## src/rtl/kmeans_pkg.sv

```systemverilog
// Shared FSM encoding and derived accumulator widths for the 2-cluster, 2-dimension k-means controller.
// Latency: n/a (type and function definitions only).
// Backpressure: n/a.
package kmeans_pkg;

    typedef enum logic [2:0] {
        IDLE,
        LOAD,
        STREAM,
        DRAIN,
        DIVIDE,
        UPDATE,
        DONE
    } state_t;

    // The sum of 2**addr_w samples of data_w bits needs addr_w extra bits.
    function automatic int sum_width(input int data_w, input int addr_w);
        return data_w + addr_w;
    endfunction

    // The count must reach 2**addr_w itself, hence one extra bit.
    function automatic int cnt_width(input int addr_w);
        return addr_w + 1;
    endfunction

endpackage

```

## src/rtl/kmeans_serial_div.sv

```systemverilog
// Restoring divider: one quotient bit per cycle, quotient truncated to out_w bits on output.
// Latency: W cycles after the start cycle, then a one-cycle done pulse.
// Backpressure: start is ignored while a division is running; the caller never divides by zero.
module kmeans_serial_div #(
    parameter int W     = 16,
    parameter int out_w = 8
) (
    input  logic             clk,
    input  logic             rst,
    input  logic             start,
    input  logic [W-1:0]     dividend,
    input  logic [W-1:0]     divisor,
    output logic [out_w-1:0] quotient,
    output logic             done
);

    localparam int CNTW = $clog2(W + 1);

    logic [W-1:0]    rem;
    logic [W-1:0]    dsr;
    logic [W-1:0]    quo;
    logic [CNTW-1:0] cnt;
    logic            run;
    logic [W:0]      shifted;
    logic [W:0]      diff;

    assign quotient = quo[out_w-1:0];

    // Trial subtraction of the divisor from the remainder shifted by one dividend bit.
    always_comb begin
        shifted = {rem, quo[W-1]};
        diff    = shifted - {1'b0, dsr};
    end

    // Iterate once per cycle; the dividend register is reused to collect quotient bits.
    always_ff @(posedge clk) begin
        if (!rst) begin
            rem  <= '0;
            dsr  <= '0;
            quo  <= '0;
            cnt  <= '0;
            run  <= 1'b0;
            done <= 1'b0;
        end else begin
            done <= 1'b0;
            if (start && !run) begin
                rem <= '0;
                quo <= dividend;
                dsr <= divisor;
                cnt <= CNTW'(W);
                run <= 1'b1;
            end else if (run) begin
                if (diff[W]) begin
                    rem <= shifted[W-1:0];
                    quo <= {quo[W-2:0], 1'b0};
                end else begin
                    rem <= diff[W-1:0];
                    quo <= {quo[W-2:0], 1'b1};
                end
                cnt <= cnt - CNTW'(1);
                if (cnt == CNTW'(1)) begin
                    run  <= 1'b0;
                    done <= 1'b1;
                end
            end
        end
    end

endmodule

```

## src/rtl/kmeans_k2d2_ctrl.sv

```systemverilog
// K-means controller, 2 clusters x 2 dimensions: streams points, accumulates per cluster, divides, iterates.
// Latency: per pass qty + pipe_latency cycles, then serial division and one update cycle.
// Backpressure: none; the distance pipeline must accept one address per cycle; start is ignored while busy.
module kmeans_k2d2_ctrl
    import kmeans_pkg::*;
#(
    parameter int input_data_width         = 8,
    parameter int input_data_qty_bit_width = 8,
    parameter int input_data_qty           = 256,
    parameter int pipe_latency             = 4,
    parameter int max_iterations           = 16,
    parameter int k0_d0_initial            = 0,
    parameter int k0_d1_initial            = 0,
    parameter int k1_d0_initial            = 1,
    parameter int k1_d1_initial            = 1
) (
    input  logic                                clk,
    input  logic                                rst,
    input  logic                                start,
    output logic [input_data_qty_bit_width-1:0] rd_address,
    input  logic [input_data_width-1:0]         pipe_data0,
    input  logic [input_data_width-1:0]         pipe_data1,
    input  logic                                pipe_selected,
    output logic [input_data_width-1:0]         k0d0,
    output logic [input_data_width-1:0]         k0d1,
    output logic [input_data_width-1:0]         k1d0,
    output logic [input_data_width-1:0]         k1d1,
    output logic                                busy,
    output logic                                done,
    output logic                                converged,
    output logic [7:0]                          iterations
);

    localparam int DW = input_data_width;
    localparam int AW = input_data_qty_bit_width;
    localparam int SW = sum_width(DW, AW);
    localparam int CW = cnt_width(AW);
    localparam int L  = pipe_latency;

    localparam logic [AW-1:0] LAST_ADDR = AW'(input_data_qty - 1);
    localparam logic [7:0]    MAX_IT    = 8'(max_iterations);
    localparam logic [L-1:0]  SR_TOP    = L'(1) << (L - 1);
    // Centroid slots: 0 = k0d0, 1 = k0d1, 2 = k1d0, 3 = k1d1.
    localparam logic [3:0][DW-1:0] CENT_INIT = {DW'(k1_d1_initial), DW'(k1_d0_initial),
                                                DW'(k0_d1_initial), DW'(k0_d0_initial)};

    state_t             state;
    state_t             state_nxt;
    logic [L-1:0]       vld_sr;
    logic [SW-1:0]      sum00, sum01, sum10, sum11;
    logic [CW-1:0]      cnt0, cnt1;
    logic [3:0][DW-1:0] cent;
    logic [3:0][DW-1:0] new_k;
    logic [1:0]         div_idx;
    logic               div_issued;
    logic               div_start;
    logic               div_done;
    logic               div_step;
    logic               job_skip;
    logic [SW-1:0]      div_dividend;
    logic [CW-1:0]      div_divisor;
    logic [DW-1:0]      div_quo;
    logic [7:0]         iter_inc;
    logic               conv_now;

    assign k0d0 = cent[0];
    assign k0d1 = cent[1];
    assign k1d0 = cent[2];
    assign k1d1 = cent[3];

    assign iter_inc = iterations + 8'd1;
    assign conv_now = (new_k == cent);

    // Select the sum/count pair for the division job currently in progress.
    always_comb begin
        div_dividend = sum00;
        div_divisor  = cnt0;
        unique case (div_idx)
            2'd0:    begin div_dividend = sum00; div_divisor = cnt0; end
            2'd1:    begin div_dividend = sum01; div_divisor = cnt0; end
            2'd2:    begin div_dividend = sum10; div_divisor = cnt1; end
            default: begin div_dividend = sum11; div_divisor = cnt1; end
        endcase
    end

    assign job_skip  = (div_divisor == '0);
    assign div_start = (state == DIVIDE) && !job_skip && !div_issued;
    assign div_step  = (state == DIVIDE) && (job_skip || (div_issued && div_done));

    kmeans_serial_div #(
        .W     (SW),
        .out_w (DW)
    ) u_div (
        .clk      (clk),
        .rst      (rst),
        .start    (div_start),
        .dividend (div_dividend),
        .divisor  (SW'(div_divisor)),
        .quotient (div_quo),
        .done     (div_done)
    );

    // State register.
    always_ff @(posedge clk) begin
        if (!rst) state <= IDLE;
        else      state <= state_nxt;
    end

    // Next-state logic plus the state-decoded busy/done outputs.
    always_comb begin
        state_nxt = state;
        busy      = (state != IDLE);
        done      = 1'b0;
        case (state)
            IDLE:   if (start) state_nxt = LOAD;
            LOAD:   state_nxt = STREAM;
            STREAM: if (rd_address == LAST_ADDR) state_nxt = DRAIN;
            // Leave once only the issue being consumed this cycle remains in flight.
            DRAIN:  if ((vld_sr & ~SR_TOP) == '0) state_nxt = DIVIDE;
            DIVIDE: if (div_step && div_idx == 2'd3) state_nxt = UPDATE;
            UPDATE: state_nxt = (conv_now || iter_inc == MAX_IT) ? DONE : STREAM;
            DONE: begin
                done      = 1'b1;
                state_nxt = IDLE;
            end
            default: state_nxt = IDLE;
        endcase
    end

    // Address issue, issue-valid tracking, accumulation and per-pass commit.
    always_ff @(posedge clk) begin
        if (!rst) begin
            rd_address <= '0;
            vld_sr     <= '0;
            sum00      <= '0;
            sum01      <= '0;
            sum10      <= '0;
            sum11      <= '0;
            cnt0       <= '0;
            cnt1       <= '0;
            cent       <= CENT_INIT;
            iterations <= '0;
            converged  <= 1'b0;
        end else begin
            vld_sr <= L'({vld_sr, state == STREAM});
            case (state)
                LOAD: begin
                    rd_address <= '0;
                    sum00      <= '0;
                    sum01      <= '0;
                    sum10      <= '0;
                    sum11      <= '0;
                    cnt0       <= '0;
                    cnt1       <= '0;
                    cent       <= CENT_INIT;
                    iterations <= '0;
                    converged  <= 1'b0;
                end
                STREAM: rd_address <= (rd_address == LAST_ADDR) ? '0 : rd_address + AW'(1);
                UPDATE: begin
                    rd_address <= '0;
                    cent       <= new_k;
                    iterations <= iter_inc;
                    converged  <= conv_now;
                    sum00      <= '0;
                    sum01      <= '0;
                    sum10      <= '0;
                    sum11      <= '0;
                    cnt0       <= '0;
                    cnt1       <= '0;
                end
                default: rd_address <= '0;
            endcase
            if ((state == STREAM || state == DRAIN) && vld_sr[L-1]) begin
                if (pipe_selected) begin
                    sum10 <= sum10 + SW'(pipe_data0);
                    sum11 <= sum11 + SW'(pipe_data1);
                    cnt1  <= cnt1 + CW'(1);
                end else begin
                    sum00 <= sum00 + SW'(pipe_data0);
                    sum01 <= sum01 + SW'(pipe_data1);
                    cnt0  <= cnt0 + CW'(1);
                end
            end
        end
    end

    // Walk the four division jobs; an empty cluster keeps its old centroid.
    always_ff @(posedge clk) begin
        if (!rst) begin
            div_idx    <= '0;
            div_issued <= 1'b0;
            new_k      <= '0;
        end else if (state == DIVIDE) begin
            if (div_start) div_issued <= 1'b1;
            if (div_step) begin
                new_k[div_idx] <= job_skip ? cent[div_idx] : div_quo;
                div_issued     <= 1'b0;
                div_idx        <= div_idx + 2'd1;
            end
        end else begin
            div_idx    <= '0;
            div_issued <= 1'b0;
        end
    end

endmodule

```

## config.mk

```make
export PLATFORM = sky130hd
export DESIGN_NAME = kmeans_k2d2_ctrl
export DESIGN_NICKNAME = d
export VERILOG_FILES = /design/src/rtl/kmeans_pkg.sv /design/src/rtl/kmeans_serial_div.sv /design/src/rtl/kmeans_k2d2_ctrl.sv
export SDC_FILE = /design/constraint.sdc
export NUM_CORES = 1
export LEC_CHECK = 0
export ABC_AREA = 1
export CAP_MARGIN = 20
export CORE_ASPECT_RATIO = 1.5
export CORE_UTILIZATION = 61
export DETAILED_ROUTE_END_ITERATION = 10
export GPL_ROUTABILITY_DRIVEN = 0
export PLACE_DENSITY = 0.81
export SYNTH_ARGS = -nofsm -noshare
export SYNTH_HDL_FRONTEND = slang
export SYNTH_HIERARCHICAL = 1
export SYNTH_SLANG_ARGS = --single-unit
```

## constraint.sdc

```tcl
create_clock -name clk -period 4.3 [get_ports clk]
set_clock_uncertainty 0.15 [all_clocks]
set_input_delay 1.29 -clock clk [delete_from_list [all_inputs] [get_ports clk]]
set_output_delay 1.29 -clock clk [all_outputs]
set_load 0.01 [all_outputs]
```

# [Word-level counts from Yosys, hierarchy flattened]
# Cells that the tools add are included.
[totals] ff_bits=221 elab_cells=138 in_bits=20 out_inout_bits=51
[op_classes] n_reduce_logical=30 n_lt_le_gt_ge=2 eq_ne=17 bitwise_logic=4 n_addsub=11 mux=46
[ops] op="$mux 16" n=15
[ops] op="$add 16x8->16" n=4
[ops] op="$pmux 32 s2" n=1
[ops] op="$mux 9" n=7
[ops] op="$pmux 16 s3" n=1
[ops] op="$bwmux 32" n=1
[ops] op="$eq 32x32->1" n=1
[ops] op="$mux 8" n=3
[ops] op="$add 9x1->9 const B" n=2
[ops] op="$pmux 3 s6" n=1
[ops] op="$sub 17x9->17" n=1
[ops] op="$add 8x1->8 const B" n=2
[ops] op="$bmux 8 s2" n=1
[ops] op="$demux 8 s2" n=1
[ops] op="$pmux 8 s2" n=1
[ops] op="$mux 3" n=5
[ops] op="$mux 5" n=2
[ops] op="$eq 3x3->1 const B" n=3
[ops] op="$logic_not 9->1" n=1
[ops] op="$reduce_or 3->1" n=3
[ops] op="$eq 8x5->1 const B" n=1
[ops] op="$eq 8x8->1 const B" n=1
[ops] op="$logic_and 1x1->1" n=8
[ops] op="$eq 3x2->1 const B" n=2
[ops] op="23 further kinds" n=42

# [Longest topological paths before layout]
# Gate-level depths: netlist (run 1).
[depth] depth_word=9 depth_mapped=21 depth_no_buf=17

# [Hierarchy]
# Netlist (run 1), hierarchy kept.
[modules_own_cells] module="kmeans_k2d2_ctrl" cells_per_inst=1556 seq_area_each_um2=3463.3 area_per_inst_um2=10226.1 instances=1
[modules_own_cells] module="kmeans_serial_div" cells_per_inst=552 seq_area_each_um2=1101.1 area_per_inst_um2=3474.6 instances=1

# [Worst setup path before layout (run 1)]
# OpenSTA, ideal clock, no wires.
[synth_timing] path_type="input-to-reg" from="in pipe_data1[0]" to="reg sum11[14]" setup_time_ns=0.132 path_buffers=0 setup_slack_ns=1.229 t_required_ns=4.018 arrival_ns=2.789 path_stages=11 path_cell_list="ha_1 -> inv_1 -> fa_1 -> o21ai_0 -> nand4_1 -> nand2_1 -> nand3_1 -> nor2_1 -> nand2_1 -> nand2_1 -> a21oi_1"
[synth_between] elab_chain_cells=3
[synth_lines] element="start, declared" line_no="kmeans_k2d2_ctrl.sv:22" rtl="input logic [input_data_width-1:0] pipe_data1,"
[synth_lines] element="$add 16x8->16" line_no="kmeans_k2d2_ctrl.sv:177" rtl="sum11 <= sum11 + SW'(pipe_data1);"
[synth_lines] element="$mux 16" line_no="kmeans_k2d2_ctrl.sv:175" rtl="if (pipe_selected) begin"
[synth_lines] element="$mux 16" line_no="kmeans_k2d2_ctrl.sv:174" rtl="if ((state == STREAM || state == DRAIN) && vld_sr[L-1]) begin"
[synth_lines] element="end signal, assigned" line_no="kmeans_k2d2_ctrl.sv:177"
[synth_lines] element="end, declared" line_no="kmeans_k2d2_ctrl.sv:50" rtl="logic [SW-1:0] sum00, sum01, sum10, sum11;"
# Every way passes these cells.
# A chain may end at the register's enable or synchronous reset.

# [Worst setup path in the final report (run 1)]
[layout_timing] from="in pipe_data1[0]" to="reg sum11[10]"
# Same word-level chain as after synthesis.

==> summary.txt, run 1 <==
Clock network
  – Post-CTS Hold Fix Bufs: 0
  – Htree depth: 1
  – Clock sinks: 228
  – Setup repair bufs after CTS: 0
  – Clock buffer depth: 3
  – CTS tree: yes
  – Clock Latency Late Sink: 0.51 ns
  – Resize count post-CTS: 0
  – CTS root buf: clkbuf_16
  – Worst-path clk slew: 0.06 ns
  – Total CTS buffers: 23

Detailed routing
  – Post-DRT Antenna Nets: 0
  – Routed WL: 36400 um
  – Drc violations: 0
  – Starting DRC count in detailed routing: 898
  – Via count: 13756
  – Avg WL per Cell: 14.9 um
  – DR vias/cell: 5.65
  – DRT Pass-1 Iters: 5

Place
  – Hpwl dp: 26200 um
  – Placed cell count: 2396
  – Pre-CTS WS: 0.287 ns
  – Port Buf Inserts: 70

STA
  – Tcrit/Tclk final: 0.822
  – Endpoints failing setup: 0
  – RSZ-0062 raised after global routing: false
  – Max Clock Freq: 283 MHz
  – Worst Max-Slew Pin Slew: 0.899 ns
  – Hold Fails Final Rpt: 0
  – Slew headroom: 0.400
  – Pins Over Slew Limit: 0
  – Final worst slack: 0.766 ns
  – Setup TNS: 0 ns
  – Min Tclk post-route: 3.53 ns

Floorplan
  – Die height: 186 um
  – DIE AREA: 23100 um2
  – Core area: 21900 um2
  – Starting density of the core: 0.626
  – Die Wd: 124 um
  – I/O Pins: 71
  – # rows: 66

Global routing
  – Pin count of the biggest net entering global routing: 53
  – Gr busiest metal: met2
  – Total grt overflow: 0
  – Met1 Resource Use GR: 0.343
  – GR Util met2: 0.600
  – Total track usage: 0.315
  – Vias in the first global route: 13241
  – GR Layer Usage met3: 0.0296
  – Initial antenna violation count: 0
  – Global-route wire length before repair: 60700 um

Worst setup path
  – Setup crit end: sum11[10]$_SDFF_PN0_
  – CP Capture Type: register
  – Worst r2r src: div_idx[1]$_SDFFE_PN0P_
  – Reg-to-reg endpoint: u_div/quo[4]$_SDFFE_PN0P_
  – Worst Setup Start Kind: input port
  – Worst Setup SP: pipe_data1[0]
  – R2R Setup Slk: 1.09 ns
  – CP Max Fanout: 5
  – CP required: 4.53 ns
  – Worst Path Arrival: 3.76 ns
  – R2R depth: 18
  – Crit Path Category: in2reg

Finish
  – Multi-input gate area: 7680 um2
  – Final Instance Count excl. Fillers: 2435
  – Net total in the final layout: 2234
  – Fillcell total: 1897
  – Flip-flop and latch area: 4560 um2
  – Area grow syn2layout: 11.4%
  – Share of cells above drive strength 1: 0.0522
  – Ant diodes: 0

Logic synthesis
  – Ys async rst share: 0
  – Largest family of logic cells by synthesized area: simple AND/OR/NAND/NOR gates
  – Top_reg_cell synth: dfxtp_1
  – Area share of fa/ha/maj cells after synthesis: 0.0612
  – Synth cell types: 52
  – #FFs+latches synth: 228
  – Mapped Area: 13700 um2
  – Mux cell area share after synthesis: 0
  – Post-Synthesis Cells: 2108
  – Synth Area in Compound Gates: 0.172
  – Post-Synth Simple-Gate Area: 0.297
  – XOR/XNOR Fraction of Synth Area: 0.0288
  – Ys Warns: 6
  – Sequential fraction of the synthesis area: 0.333
  – Post-synth EDFFs: 0
  – Syn Area/Cell: 6.50 um2

Pwr
  – Maximum vdd drop: 0.000306 V
  – P_leak: 6.52 nW
  – P per Cell Area: 364 nW/um2

Run
  – Max cap viols: 0

Worst hold path
  – Hold Path Class: reg2reg

Status
  – Status: finished, final reports clean
-- Yosys cell counts (24+ instances only) --
cell,count,area share
nand3_1,138,0.050
nor2_1,135,0.037
xnor2_1,28,0.018
inv_1,264,0.072
clkbuf_1,69,0.019
dfxtp_1,228,0.33
o21ai_0,110,0.040
nand2_1,597,0.16
a21oi_1,217,0.079
ha_1,59,0.054
nand4_1,30,0.014
o21ai_1,24,0.0088
-- kinds of logic (layout without fill, tap and decap cells) --
family,Yosys count,after routing
other cells,1,7
compound gates,430,430
fa+ha+maj,64,64
xor+xnor,45,45
simple gates,965,965
flops,228,228
buf+inv,375,424
-- placed cells by master (no fill, tap or decap), types with 8 or more instances in the layout --
cell             instances
o21ai_1                 24
a31oi_1                 11
inv_1                  264
buf_4                   32
a21oi_1                217
nand4_1                 30
dfxtp_1                228
nand2_2                 11
clkdlybuf4s50_1         69
ha_1                    59
clkbuf_1                10
o22ai_1                 15
inv_2                   17
nor2_1                 134
xnor2_1                 28
o21ai_0                110
a211oi_1                14
clkbuf_16               23
xor2_1                  17
nand3_1                138
nand3b_1                 8
nor3_1                  20
nand2_1                597
-- state kept, by name, summed over array words and instances (netlist names), 8 cells and up --
signal / cells
sum01: 16
sum10: 16
new_k: 32
u_div/quo: 16
u_div/dsr: 16
u_div/rem: 16
cnt1: 9
rd_address: 8
k0d0: 8
k1d1: 8
sum11: 16
k1d0: 8
k0d1: 8
sum00: 16
iterations: 8
cnt0: 9
-- how the worst min path moves through the flow --
stage | slack (ns) | startpoint | cells past startpoint | end
2_1_floorplan | 0.26 | vld_sr[2]$_SDFF_PN0_ | 2 | vld_sr[3]$_SDFF_PN0_
3_3_place_gp | 0.26 | vld_sr[2]$_SDFF_PN0_ | 2 | vld_sr[3]$_SDFF_PN0_
3_5_place_dp | 0.27 | vld_sr[2]$_SDFF_PN0_ | 2 | vld_sr[3]$_SDFF_PN0_
4_1_cts | 0.28 | vld_sr[2]$_SDFF_PN0_ | 2 | vld_sr[3]$_SDFF_PN0_
5_1_grt | 0.32 | cnt1[7]$_SDFF_PN0_ | 1 | cnt1[7]$_SDFF_PN0_
6_report | 0.28 | vld_sr[2]$_SDFF_PN0_ | 2 | vld_sr[3]$_SDFF_PN0_
-- routing by layer --
layer / up-vias / wire length (um)
met4: 0 / 1740
li1: 6895 / -
met5: - / 0
met1: 6307 / 14000
met2: 424 / 18800
met3: 130 / 1820
-- per-stage QoR --
stage / hold slack [ns] / instance area [um2] / power (mW) / util
finish: 0.277 / 15300 / 5.57 / 0.698
detailed placement: 0.270 / 14600 / 3.74 / 0.667
floorplan: 0.257 / 13700 / 3.38 / -
global placement: 0.265 / 14600 / 3.71 / 0.667
CTS: 0.278 / 15300 / 5.57 / 0.697
global route: 0.315 / 15300 / 5.86 / 0.698
-- critical path, cell delays in order --
cell and delay [ns]:
clkdlybuf4s50_1 0.51, ha_1 0.20, inv_1 0.06, fa_1 0.38
o21ai_0 0.40, nand4_1 0.15, nand2_1 0.25, nand3_1 0.16
nor2_1 0.15, nand3b_1 0.13, a21oi_1 0.08
-- power by group --
| group | switching, mW | internal, mW | total [mW] |
|---|---|---|---|
| logic | 1.04 | 0.435 | 1.48 |
| clock network | 0.818 | 1.04 | 1.85 |
| registers | 0.0559 | 2.18 | 2.24 |
| total | 1.91 | 3.65 | 5.57 |
-- layout make-up --
type / count / share of cell area
Clock buffer: 36 / 0.0429
Timing Repair Buffer: 103 / 0.0623
Inverter: 283 / 0.0697
Tap cell: 272 / 0.0223
Sequential cell: 228 / 0.299
Multi-Input combinational cell: 1511 / 0.503
Clock inverter: 2 / 0.000656
No activity file was read; power rests on OpenSTA's default activity.
==> inputs of run 2 (changes only) <==
CORE_UTILIZATION = 55   (was 61)
PLACE_DENSITY = 0.77   (was 0.81)
clock period = 2.85 ns   (was 4.3 ns; I/O delays follow)
==> summary.txt, run 2 (synthesis results as in run 1) <==
Clock network
  – Clock Latency Late Sink: 0.54 ns
  – Clock sinks: 228
  – CTS tree: yes
  – Worst-path clk slew: 0.06 ns
  – Clock buffer depth: 3
  – Total CTS buffers: 23
  – Htree depth: 1
  – CTS root buf: clkbuf_16

Worst setup path
  – Worst Path Arrival: 2.97 ns
  – Worst Setup SP: pipe_data1[0]
  – Largest stage delay, worst path: 0.49 ns
  – Delay-heaviest family, CP: buffers and inverters
  – CP Capture Type: register
  – CP Max Fanout: 4
  – Worst Setup Start Kind: input port
  – CP required: 3.11 ns
  – Critical path, cell by cell: clkdlybuf4s50_1, ha_1, inv_1, fa_1, o21ai_1, buf_4, nand4_1, nand2_2, nand3_1, nor2_2, nand2_1, nand2_1, a21oi_1
  – Crit Path Category: in2reg
  – CP bufs+invs: 3
  – CP dominant cell by count: nand2_1
  – Worst r2r src: div_idx[0]$_SDFFE_PN0P_
  – Crit path max-delay cell type: clkdlybuf4s50_1

Global routing
  – Vias in the first global route: 13605
  – Total track usage: 0.306
  – Pin count of the biggest net entering global routing: 69
  – Initial antenna violation count: 0
  – Global-route wire length before repair: 63000 um
  – Total grt overflow: 0

Pwr
  – P_leak: 7.00 nW
  – P_int: 5.92 mW
  – Combinational power share: 0.260
  – Pwr Total: 8.94 mW
  – Sw power: 3.01 mW
  – Maximum vdd drop: 0.000454 V
  – Switching Fraction: 0.337
  – Clock group share of total power: 0.362
  – P per Cell Area: 555 nW/um2
  – Sequential group share of total power: 0.377

Finish
  – Ant diodes: 0
  – Most common cell after layout, fill and taps aside: nand2_1
  – Largest reg by FF count: new_k
  – Final Instance Count excl. Fillers: 2568
  – Commonest non-fill, non-tap cells in the layout: nand2_1, inv_1, dfxtp_1
  – Area grow syn2layout: 17.6%
  – Number of flip-flops in the largest register: 32
  – Design area: 16100 um2
  – Net total in the final layout: 2311
  – Fillcell total: 2143
  – Share of cells above drive strength 1: 0.0958

STA
  – Min Tclk post-route: 2.71 ns
  – Slew headroom: 0.614
  – Max Clock Freq: 370 MHz
  – Endpoints failing setup: 0
  – Tcrit/Tclk final: 0.950
  – Final worst slack: 0.144 ns
  – Setup TNS: 0 ns
  – Worst Max-Slew Pin Slew: 0.577 ns
  – Hold Fails Final Rpt: 0
  – Pins Over Slew Limit: 0

Detailed routing
  – DRT Pass-1 Iters: 5
  – Drc violations: 0
  – Avg WL per Cell: 14.9 um
  – DR vias/cell: 5.51
  – Post-DRT Antenna Nets: 0
  – Via count: 14139
  – Routed WL: 38200 um
  – Starting DRC count in detailed routing: 982

Worst hold path
  – HP Start: vld_sr[2]$_SDFF_PN0_
  – Hold Path Class: reg2reg

Floorplan
  – # rows: 70
  – I/O Pins: 71
  – Core area: 24400 um2
  – Die height: 195 um
  – Starting density of the core: 0.561
  – DIE AREA: 25600 um2
  – Die Wd: 131 um

Place
  – Placed cell count: 2524
  – Pre-CTS WS: -0.531 ns
  – Hpwl dp: 27500 um
  – Port Buf Inserts: 70
  – Post-DP Area: 15200 um2

Status
  – Status: finished, final reports clean

Run
  – Max cap viols: 0
-- run 2: final timing paths --
path                                                   to  slack (ns)  cells past startpoint
worst max-delay path                 sum11[14]$_SDFF_PN0_        0.14                     13
worst min-delay path                 vld_sr[3]$_SDFF_PN0_        0.28                      2
worst max register to register  u_div/dsr[0]$_SDFFE_PN0P_        0.17                     15
worst min register to register       vld_sr[3]$_SDFF_PN0_        0.28                      2
-- run 2: per-layer routing --
layer  vias to the layer above  global-route usage  share of wire
met4                         0               0.189          0.055
met3                       150              0.0373          0.048
met5                         -                   0              0
met2                       409               0.550           0.51
li1                       7062                   -              -
met1                      6518               0.335           0.38
-- run 2: area by class of cell --
cell class | count | area, um2 | share of cell area
repair buffers | 180 | 1550 | 0.0962
multi-input cells | 1511 | 7720 | 0.479
clock inverters | 13 | 158 | 0.00979
clock buffers | 29 | 648 | 0.0402
flip-flops and latches | 228 | 4560 | 0.283
well taps | 324 | 405 | 0.0252
inverters | 283 | 1060 | 0.0661
-- run 2: per-stage QoR --
step / utilization / hold WS [ns]
2_1_floorplan: - / 0.257
3_3_place_gp: 0.624 / 0.267
3_5_place_dp: 0.624 / 0.269
4_1_cts: 0.657 / 0.278
5_1_grt: 0.659 / 0.307
6_report: 0.659 / 0.275
-- run 2: repair_timing --
action / 4_1_cts / 5_1_grt
resized for setup: 1 / 16
pin swaps: 0 / 2
hold buffers: 0 / 0
setup buffers: 0 / 2
endpoints found under the setup margin: 7 / 83
-- run 2: power groups by stage --
stage	combinational (mW)	sequential (mW)	clock (mW)
after floorplan	1.67	3.43	0
after global placement	2.28	3.44	0
after detailed placement	2.30	3.44	0
after CTS	2.32	3.37	3.28
after global routing	2.61	3.39	3.42
final	2.33	3.37	3.24
-- run 2: worst min-delay path: cells and delay by family, from the launching register on --
family,cells,cell delay [ns]
AND/OR/NAND/NOR,1,0.05
flip-flops,1,0.31
buffers and inverters,1,0.03
